### config.mk
export PLATFORM = sky130hd
export DESIGN_NAME = button_press_classifier
export DESIGN_NICKNAME = d
export VERILOG_FILES = /design/src/rtl/button_pkg.sv /design/src/rtl/button_press_classifier.sv
export SDC_FILE = /design/constraint.sdc
export NUM_CORES = 1
export LEC_CHECK = 0
export CAP_MARGIN = 20
export CELL_PAD_IN_SITES_DETAIL_PLACEMENT = 0
export CELL_PAD_IN_SITES_GLOBAL_PLACEMENT = 2
export CORE_MARGIN = 3
export CORE_UTILIZATION = 35
export CTS_CLUSTER_SIZE = 30
export DETAILED_ROUTE_END_ITERATION = 10
export PLACE_DENSITY_LB_ADDON = 0.3
export SYNTH_ARGS = -nofsm -noshare
export SYNTH_HDL_FRONTEND = slang
export SYNTH_SLANG_ARGS = --single-unit
### constraint.sdc
create_clock -name clk -period 2.3 [get_ports clk]
set_clock_uncertainty 0.15 [all_clocks]
set_input_delay 0.575 -clock clk [delete_from_list [all_inputs] [get_ports clk]]
set_output_delay 0.575 -clock clk [all_outputs]
set_load 0.05 [all_outputs]
### src/rtl/button_pkg.sv
// Shared definitions for the button gesture path (debouncer + classifier).
// Holds the classifier state encoding and the default timing constants
// so the debouncer depth and the classifier windows stay in one place.
package button_pkg;

  localparam int LONG_CYC_DEF = 8;  // high samples that make a long press
  localparam int GAP_CYC_DEF  = 4;  // low samples that close the double window
  localparam int CW_DEF       = 8;  // duration counter width

  typedef enum logic [2:0] {
    ST_IDLE      = 3'd0,
    ST_PRESSED1  = 3'd1,
    ST_WAIT_GAP  = 3'd2,
    ST_PRESSED2  = 3'd3,
    ST_LONG_HELD = 3'd4
  } state_e;

endpackage

### src/rtl/button_press_classifier.sv
// Classifies debounced button gestures into short, long and double presses.
//
// state     | meaning
// ----------+-----------------------------------------------------------
// IDLE      | waiting for a rising edge on btn_in
// PRESSED1  | first press in progress, cnt = high samples so far
// WAIT_GAP  | first press released, cnt = low samples so far
// PRESSED2  | second press in progress, duration ignored
// LONG_HELD | long press already reported, waiting for release
//
// Ports:
//   clk          in   single clock, posedge
//   rst_n        in   synchronous active-low reset
//   btn_in       in   debounced button level
//   short_press  out  one-cycle pulse, single short press
//   long_press   out  one-cycle pulse, hold reached LONG_CYC samples
//   double_press out  one-cycle pulse, second press completed in window
//   held         out  level, high while in LONG_HELD
//   busy         out  level, high whenever state is not IDLE
module button_press_classifier
  import button_pkg::*;
#(
  parameter int LONG_CYC = LONG_CYC_DEF,
  parameter int GAP_CYC  = GAP_CYC_DEF,
  parameter int CW       = CW_DEF
) (
  input  logic clk,
  input  logic rst_n,
  input  logic btn_in,
  output logic short_press,
  output logic long_press,
  output logic double_press,
  output logic held,
  output logic busy
);

  state_e        state_q, state_d;
  logic [CW-1:0] cnt_q, cnt_d;
  logic          btn_q;
  logic          short_q, short_d;
  logic          long_q, long_d;
  logic          double_q, double_d;
  logic          held_q, held_d;
  logic          busy_q, busy_d;
  logic          rise;

  assign rise = btn_in & ~btn_q;

  // Next-state and next-output logic.
  always_comb begin
    state_d  = state_q;
    cnt_d    = cnt_q;
    short_d  = 1'b0;
    long_d   = 1'b0;
    double_d = 1'b0;

    case (state_q)
      ST_IDLE: begin
        cnt_d = '0;
        if (rise) begin
          state_d = ST_PRESSED1;
          cnt_d   = CW'(1);
        end
      end

      ST_PRESSED1: begin
        if (btn_in) begin
          if (cnt_q == CW'(LONG_CYC - 1)) begin
            state_d = ST_LONG_HELD;
            long_d  = 1'b1;
          end else begin
            cnt_d = cnt_q + CW'(1);
          end
        end else begin
          state_d = ST_WAIT_GAP;
          cnt_d   = CW'(1);
        end
      end

      ST_WAIT_GAP: begin
        // cnt holds the low samples already seen; the current low sample
        // is number cnt+1, so the window closes when that reaches GAP_CYC.
        // The release sample was taken in PRESSED1, so it can never close
        // the window on its own edge even when GAP_CYC is 1.
        if (btn_in) begin
          state_d = ST_PRESSED2;
          cnt_d   = '0;
        end else if (cnt_q >= CW'(GAP_CYC - 1)) begin
          state_d = ST_IDLE;
          cnt_d   = '0;
          short_d = 1'b1;
        end else begin
          cnt_d = cnt_q + CW'(1);
        end
      end

      ST_PRESSED2: begin
        cnt_d = '0;
        if (!btn_in) begin
          state_d  = ST_IDLE;
          double_d = 1'b1;
        end
      end

      ST_LONG_HELD: begin
        cnt_d = '0;
        if (!btn_in) state_d = ST_IDLE;
      end

      default: begin
        state_d = ST_IDLE;
        cnt_d   = '0;
      end
    endcase

    held_d = (state_d == ST_LONG_HELD);
    busy_d = (state_d != ST_IDLE);
  end

  // State, counter and edge register.
  always_ff @(posedge clk) begin
    if (!rst_n) begin
      state_q <= ST_IDLE;
      cnt_q   <= '0;
      // Pretend the button was high so a press held through reset
      // produces no rise until it is released and pressed again.
      btn_q   <= 1'b1;
    end else begin
      state_q <= state_d;
      cnt_q   <= cnt_d;
      btn_q   <= btn_in;
    end
  end

  // Registered outputs.
  always_ff @(posedge clk) begin
    if (!rst_n) begin
      short_q  <= 1'b0;
      long_q   <= 1'b0;
      double_q <= 1'b0;
      held_q   <= 1'b0;
      busy_q   <= 1'b0;
    end else begin
      short_q  <= short_d;
      long_q   <= long_d;
      double_q <= double_d;
      held_q   <= held_d;
      busy_q   <= busy_d;
    end
  end

  assign short_press  = short_q;
  assign long_press   = long_q;
  assign double_press = double_q;
  assign held         = held_q;
  assign busy         = busy_q;

endmodule

==> results of run 1 <==
[placed cells by master (no fill, tap or decap), types with 2 or more instances in the layout]
cell             instances
a21oi_1                  4
buf_4                    4
clkbuf_4                 3
clkdlybuf4s50_1          7
dfxtp_1                 17
nand2_1                  4
nand2b_1                 3
nand3_1                  4
nand4_1                  2
nor2_1                  11
nor3_1                   4
nor3b_1                  2
nor4_1                   2
o21ai_0                  2
o2bb2ai_1                2
or2_2                    2
or3_4                    2
xor2_1                   4
[cell type report]
cell class / count / area, sq um / share of cell area [%]
multi-input cells: 70 / 490.5 / 49.25
repair buffers: 11 / 100.1 / 10.05
clock buffers: 4 / 26.28 / 2.638
well taps: 28 / 35.03 / 3.518
flip-flops and latches: 17 / 340.3 / 34.17
inverters: 1 / 3.754 / 0.3769
[registers in the layout, summed over array words and instances (netlist names)]
signal / flops
short_press: 1
held: 1
busy: 1
double_press: 1
btn_q: 1
long_press: 1
state_q: 3
cnt_q: 8
[through the flow]
step | total power [W] | utilization (%)
2_1_floorplan | 0.0003576 | -
3_3_place_gp | 0.0003738 | 41.82
3_5_place_dp | 0.0003743 | 41.82
4_1_cts | 0.0005406 | 42.96
5_1_grt | 0.0005644 | 42.96
6_report | 0.0005377 | 42.96
[path summary, 6_finish.rpt]
check,endpoint,from,depth (start not counted)
setup reg to reg,cnt_q[0],cnt_q[0],5
hold reg to reg,cnt_q[1],cnt_q[1],1
setup / recovery,long_press,long_press,1
hold / removal,cnt_q[1],cnt_q[1],1
[kinds of logic after synthesis]
family | after synthesis | synth area share [%]
and+or+nand+nor | 47 | 33.94
buffers and inverters | 7 | 7.649
xor gates and xnor gates | 5 | 4.868
AOI/OAI and AO/OA | 17 | 14.33
DFF | 17 | 37.83
adders and majority gates | 1 | 1.391
[power groups by stage]
stage | clock network [W] | logic (W) | registers (W)
4_1_cts | 0.000173 | 0.0000556 | 0.000312
3_3_place_gp | 0 | 0.0000551 | 0.000319
5_1_grt | 0.000189 | 0.0000616 | 0.000314
6_report | 0.000170 | 0.0000554 | 0.000312
2_1_floorplan | 0 | 0.0000370 | 0.000321
3_5_place_dp | 0 | 0.0000555 | 0.000319
[layer usage]
metal | vias to the layer above | wire length, um | GRT usage [%]
li1 | 359 | - | -
met5 | - | 0 | 0
met4 | 0 | 25 | 6.102
met2 | 7 | 810 | 17.99
met3 | 4 | 40 | 3.448
met1 | 329 | 943 | 16.60
==> metrics.md, run 1 <==
| Metric | Value |
|---|---|
| Fin nets | 108 |
| Synth Area per Inst | 9.570 sq um |
| Crit end category | output pin |
| WL final | 1.819 mm |
| Leakage | 0.3449 nW |
| Power per Cell Area | 539.9 nW/um^2 |
| Layout cells sized above 1 | 17.48% |
| Post-DP Area | 969.7 sq um |
| Sw Pwr | 0.0001427 W |
| Final Worst Setup Slack | 0.1432 ns |
| Max transition margin | 66.88% |
| Synth Register Bits | 17 |
| Final Non-Filler Cells | 131 |
| Hold/Removal Path Class | flop to flop |
| Top FF cell, synth | dfxtp_1 |
| Top cells by count, synth | dfxtp_1, nor2_1 |
| Overall routing resource usage | 12.39% |
| Clock Pin Slew Worst Setup and Hold Paths | 0.10 ns |
| Ports | 8 |
| Area delta synth->final | 10.71% |
| Clk pwr share | 31.6% |
| Synth cell types | 42 |
| DR iter-0 viols | 3 |
| Die ar. | 3215 sq um |
| Critical path required time | 1.57 ns |
| Setup TNS | 0 ns |
| Post-synth EDFFs | 0 |
| Initial antenna violation count | 0 |
| Core Region | 2318 sq um |
| Crit Path Category | flop to output pin |
| Max-slew violations | 0 |
| H-tree levels | 1 |
| Net Sw Frac | 26.53% |
| Routability cong. | 0.7793 |
| Ys async rst share | 0% |
| Router iterations before antenna repair | 4 |
| Critical path, cell by cell | clkdlybuf4s50_1 |
| Vias in the first global route | 699 |
| Root buf cell | clkbuf_4 |
| Hold buffer count at cts | 0 |
| RSZ-0062 raised after global routing | false |
| CP max stage delay | 0.80 ns |
| Clock Sinks | 17 |
| Resize count post-CTS | 0 |
| TritonCTS clock tree | done |
| Placed Cells incl. Taps | 127 |
| CP bufs+invs | 1 |
| CTS Buf Count | 3 |
| Max Clock Freq | 0.4637 GHz |
| Reg power frac | 58.1% |
| Vias/cell | 5.336 |
| DR WL/cell | 13.89 um |
| Int Pwr | 0.0003950 W |
| Final period utilization | 93.77% |
| Grt total ovfl | 0 |
| Vias | 699 |
| Post-synthesis cell area | 899.6 sq um |
| DIE HEIGHT | 56.70 um |
| Number of warnings issued by yosys | 0 |
| Skew-Pair Late Insertion Delay | 0.30 ns |
| Status | finished clean |
| Setup WS pre-CTS | -0.1026 ns |
| Endpoints failing setup | 0 |
| Synth Net Count | 98 |
| Hold slack | 0.3404 ns |
| Maximum clock path buffer count | 2 |
| Final Hold Viols | 0 |
| Reg2reg setup slack | 0.42 ns |
| Synthesized instance count | 94 |
| Antenna-violating nets left | 0 |
| First-pass GRT wire length | 3.105 mm |
| Fillers | 227 |
| Drt drc | 0 |
| CP delay by family, top | buffers and inverters |
| Fin area | 996.0 sq um |
| Peak supply drop | 0.0004576 V |
| Ranking of synthesized cells by area | dfxtp_1, clkbuf_8, nor2_1 |
| CP arrival | 1.43 ns |
| Die X | 56.70 um |
| Top-count cell post-synth | dfxtp_1 |
| Pin count of the biggest net entering global routing | 12 |
| Sequential area share after synthesis | 37.83% |
| Yosys top cell area share | 37.83% |
| Setup bufs post-CTS | 0 |
| Starting Density | 38.80% |
| Final HPWL DP | 1.343 mm |
| Comb power frac | 10.3% |
| Slew @ Worst Pin | 0.4931 ns |
| Post-route minimum period | 2.157 ns |
| Largest area contributor in the netlist | dfxtp_1 |
| CP max-delay cell | clkdlybuf4s50_1 |
| Max-Cap Viols | 0 |
| # port buffers | 7 |
| Worst Setup Start Kind | flop |
| Rows | 17 |
| Diodes inserted | 0 |
| Worst Path Max Fanout | 1 |
Power figures use the tool's default switching activity.
==> run 2, diff against run 1 <==
- ABC_CLOCK_PERIOD_IN_PS: not set -> 2300
==> results of run 2 <==
Same layout as run 1: the final DEF is identical, and so are final timing and power.
==> edit 1, RTL diff (flow settings as in run 1) <==
Reset style: asynchronous (`rst_n`), changed in 2 clocked blocks. Comments in the files are not updated.
--- a/src/rtl/button_press_classifier.sv
+++ b/src/rtl/button_press_classifier.sv
@@ -118,7 +118,7 @@
   end
 
   // State, counter and edge register.
-  always_ff @(posedge clk) begin
+  always_ff @(posedge clk or negedge rst_n) begin
     if (!rst_n) begin
       state_q <= ST_IDLE;
       cnt_q   <= '0;
@@ -133,7 +133,7 @@
   end
 
   // Registered outputs.
-  always_ff @(posedge clk) begin
+  always_ff @(posedge clk or negedge rst_n) begin
     if (!rst_n) begin
       short_q  <= 1'b0;
       long_q   <= 1'b0;
Behaviour: differs if rst_n is asserted again (counterexample within 4 cycles, from zero or initial values and one cycle with rst_n low); with rst_n held inactive, the same outputs for 10 cycles.
==> edit 1 against run 1 <==
Global-route usage grew 1.8 points. Register-to-register slack lost 30 ps. Largest cell class is now sequential cells. Wire length shrank 7.6%. Sequential cell count is the same. Worst setup slack gained 11 ps. Via count shrank 8.7%. Design area grew 0.75%. Die area shrank 7.5%. Count of clock-buffer cells in the layout is the same. Area after synthesis shrank 8.3%.
Power is not compared: it rests on default switching activity, and its combinational part moved more than twofold at a synthesized area within 25%.
==> edit 1: results <==
export IMPL_synth_cells=83
export IMPL_worst_margin_slew_ps=511
export IMPL_hold_end="cnt_q[1]"
export IMPL_synth_fa_ha_area_share_pct=1.52
export IMPL_wirelength_um=1680
export IMPL_place_detailed_instances=123
export IMPL_use_met3_pct=5.45
export IMPL_cells_on_worst_reg2reg_path=4
export IMPL_gr_usage_met1_pct=20.1
export IMPL_insertion_delay_ps=280
export IMPL_postPlaceCellArea_um2=977
export IMPL_route_layer_met1_wl_um=879
export IMPL_gr_usage_all_layers_pct=14.2
export IMPL_vias=638
export IMPL_compound_gate_fraction_of_synth_area_pct=11.5
export IMPL_post_synth_num_cell_types=28
export IMPL_num_fill_cells=215
export IMPL_placement_setup_worst_slack_ps=-62.0
export IMPL_synth_nets=87
export IMPL_synth_yosys_seq_area_share_pct=51.7
export IMPL_met2_usage_pct=19.9
export IMPL_detail_route_iter0_violations=12
export IMPL_reg_top3="cnt_q x8, state_q x3"
export IMPL_met2_wirelength_um=681
export IMPL_hold_path_startpoint="cnt_q[1]"
export IMPL_worstHoldPathCells=2
export IMPL_design_final_nets=105
export IMPL_maximum_number_of_pins_on_one_net_before_global_route_repair=14
export IMPL_synth_commonest_cells="16 x sky130_fd_sc_hd__dfrtp_1, 11 x sky130_fd_sc_hd__nor2_1, 7 x sky130_fd_sc_hd__a21oi_1, 5 x sky130_fd_sc_hd__nand2_1, 5 x sky130_fd_sc_hd__nor3_1"
export IMPL_r2r_end="cnt_q[1]"
export IMPL_vias_per_cell=5.02
export IMPL_grt_pass1_wl_um=2910
export IMPL_worst_path_largest_cell_delay_ps=800
export IMPL_ys_async_sr_fraction_pct=100
export IMPL_finalHoldWorstSlack_ps=373
export IMPL_synth_area_top_cells="sky130_fd_sc_hd__dfrtp_1 49%, sky130_fd_sc_hd__nor2_1 5.0%, sky130_fd_sc_hd__a21oi_1 4.2%, sky130_fd_sc_hd__dfstp_2 3.2%, sky130_fd_sc_hd__xnor2_1 3.2%"
export IMPL_first_global_vias=605
export IMPL_synthXorXnorAreaFrac_pct=4.25
export IMPL_timing_rr_start="cnt_q[3]"
export IMPL_outcome="complete, no violations"
export IMPL_setup_reg_to_reg_worst_slack_ps=390
export IMPL_post_route_cells_drive_above_1_share_pct=14.0
export IMPL_detailroute_wirelength_met3_um=100
-- edit 1: changes by cell type after synthesis, sizes merged, moves of 3 or more --
cell,before,now
dfrtp,0,16
buf,3,0
a21oi,4,7
dfxtp,17,0
xor2,4,1
-- edit 1: worst max path at each step --
stage	slack, ps	endpoint	cells past startpoint	start
after floorplan	510	cnt_q[3]	4	cnt_q[3]
after global placement	-20	cnt_q[3]	5	btn_in
after detailed placement	-60	cnt_q[1]	5	btn_in
after CTS	140	long_press	1	long_press
after global routing	100	long_press	1	long_press
final	150	long_press	1	long_press
-- edit 1: power breakdown --
| part | total [W] | internal (W) | switching, W |
|---|---|---|---|
| logic | 0.000209 | 0.0000887 | 0.000121 |
| registers | 0.000365 | 0.000333 | 0.0000318 |
| clock network | 0.000158 | 0.0000674 | 0.0000907 |
-- edit 1: cell type report --
cell class,instances,area share [%]
Multi-Input combinational cell,63,38.5
Sequential cell,17,42.5
Timing Repair Buffer,14,12.2
Inverter,2,0.748
Tap cell,27,3.37
Clock buffer,4,2.62
==> edit 2, RTL diff (settings of run 1) <==
Made on the original files. The package constant `CW_DEF` goes from 8 to 9.
--- a/src/rtl/button_pkg.sv
+++ b/src/rtl/button_pkg.sv
@@ -5,7 +5,7 @@
 
   localparam int LONG_CYC_DEF = 8;  // high samples that make a long press
   localparam int GAP_CYC_DEF  = 4;  // low samples that close the double window
-  localparam int CW_DEF       = 8;  // duration counter width
+  localparam int CW_DEF       = 9;  // duration counter width
 
   typedef enum logic [2:0] {
     ST_IDLE      = 3'd0,
Check against the original RTL: no difference found for any inputs over 10 cycles, from zero or initial values and one cycle with rst_n low; that may be too few to reach the edited logic, so the function may still have changed.
==> edit 2 against run 1 <==
Sequential share of layout area is 1.3 points higher. Worst setup slack better by 16 ps. Sequential cell count is 1 higher. Wire length is 13% lower. Area after synthesis is 5.4% lower. Design area is 1.9% higher. Power is 6.9% higher. Global-route usage is 1.1 points lower.
==> edit 2: results <==
export IMPL_hold_path_class="reg2reg"
export IMPL_detail_route_iter0_violations=9
export IMPL_reg_top3="cnt_q x9, state_q x3"
export IMPL_number_of_antenna_violations_at_the_first_check_in_global_routing=0
export IMPL_worst_path_largest_cell_delay_ps=800
export IMPL_placement_setup_worst_slack_ps=-78.0
export IMPL_power_leakage_nw=0.350
export IMPL_path_delay_family="buffers and inverters"
export IMPL_gr_usage_all_layers_pct=11.3
export IMPL_cts_root_buffer_cell="sky130_fd_sc_hd__clkbuf_4"
export IMPL_synth_area_top_cells="sky130_fd_sc_hd__dfxtp_1 42%, sky130_fd_sc_hd__nor2_1 5.3%, sky130_fd_sc_hd__xnor2_1 5.1%, sky130_fd_sc_hd__nand3_1 3.5%, sky130_fd_sc_hd__nand2b_1 2.9%"
export IMPL_place_port_buffers=7
export IMPL_hpwl_um=1160
export IMPL_yosysTopAreaCellShare_pct=42.4
export IMPL_worst_ep_arrival_time_ps=1420
export IMPL_synth_commonest_cells="18 x sky130_fd_sc_hd__dfxtp_1, 12 x sky130_fd_sc_hd__nor2_1, 6 x sky130_fd_sc_hd__nand3_1, 5 x sky130_fd_sc_hd__xnor2_1, 4 x sky130_fd_sc_hd__nand2b_1"
export IMPL_post_synth_num_cell_types=41
export IMPL_design_final_nets=108
export IMPL_grt_pass1_wl_um=2780
export IMPL_cts_htree_levels=1
export IMPL_cp_slowest_cell="sky130_fd_sc_hd__clkdlybuf4s50_1"
export IMPL_ir_worst_vdd_mv=0.323
export IMPL_worst_path_max_fanout=1
export IMPL_wirelength_um=1580
export IMPL_synth_yosys_seq_area_share_pct=42.4
export IMPL_num_antenna_cells=0
export IMPL_max_slew_margin_pct=66.8
export IMPL_insertion_delay_ps=290
export IMPL_synth_nets=94
export IMPL_outcome="complete, no violations"
export IMPL_synth_warnings=0
export IMPL_vias_per_cell=5.15
export IMPL_maximum_number_of_pins_on_one_net_before_global_route_repair=13
export IMPL_first_global_vias=651
export IMPL_routabilityCongestion=0.768
export IMPL_post_route_cells_drive_above_1_share_pct=17.5
export IMPL_ys_dominant_reg_cell="sky130_fd_sc_hd__dfxtp_1"
-- edit 2: metal layers --
| layer | track usage, % | vias to the layer above | part of all wire (%) |
|---|---|---|---|
| li1 | - | 349 | - |
| met3 | 2.57 | 2 | 3.6 |
| met1 | 15.1 | 314 | 51 |
| met2 | 16.0 | 10 | 44 |
| met5 | 0 | - | 0 |
| met4 | 7.29 | 0 | 1.1 |
-- edit 2: where the power goes --
group / leakage (nW) / total (W) / internal [W] / switching (W)
combinational: 0.183 / 0.0000488 / 0.0000239 / 0.0000249
clock: 0.0210 / 0.000199 / 0.0000964 / 0.000103
sequential: 0.146 / 0.000327 / 0.000318 / 0.00000846
-- edit 2: layout make-up --
| type | instances | area [um^2] |
|---|---|---|
| multi-input cells | 67 | 464 |
| clock buffers | 4 | 36.3 |
| flip-flops and latches | 18 | 360 |
| repair buffers | 13 | 115 |
| inverters | 1 | 3.75 |
| well taps | 28 | 35.0 |
| fillers | 239 | 1240 |
-- edit 2: kinds of logic (layout without fill, tap and decap cells) --
family / after synthesis / in the layout / synth area share [%]
fa+ha+maj: 1 / 1 / 1.47
flops: 18 / 18 / 42.4
mux: 1 / 1 / 1.18
compound gates: 13 / 13 / 11.9
xor+xnor: 7 / 7 / 7.21
buf+inv: 5 / 18 / 3.09
simple gates: 45 / 45 / 32.8
-- edit 2: per-stage QoR --
stage	cell area (um^2)	util (%)	cells	TNS, ps	total power (W)
after global routing	1010	45.0	131	0	0.000596
final	1010	45.0	131	0	0.000575
after global placement	978	43.4	127	-453	0.000384
after floorplan	851	-	90	0	0.000364
after CTS	1010	45.0	131	0	0.000585
after detailed placement	978	43.4	127	-452	0.000383
-- edit 2: final timing paths --
| check | start | to | slack [ps] | cells past startpoint |
|---|---|---|---|---|
| setup / recovery | long_press | long_press | 160 | 1 |
| hold / removal | btn_q | state_q[0] | 330 | 1 |
| setup reg to reg | cnt_q[3] | busy | 360 | 4 |
| hold reg to reg | btn_q | state_q[0] | 330 | 1 |
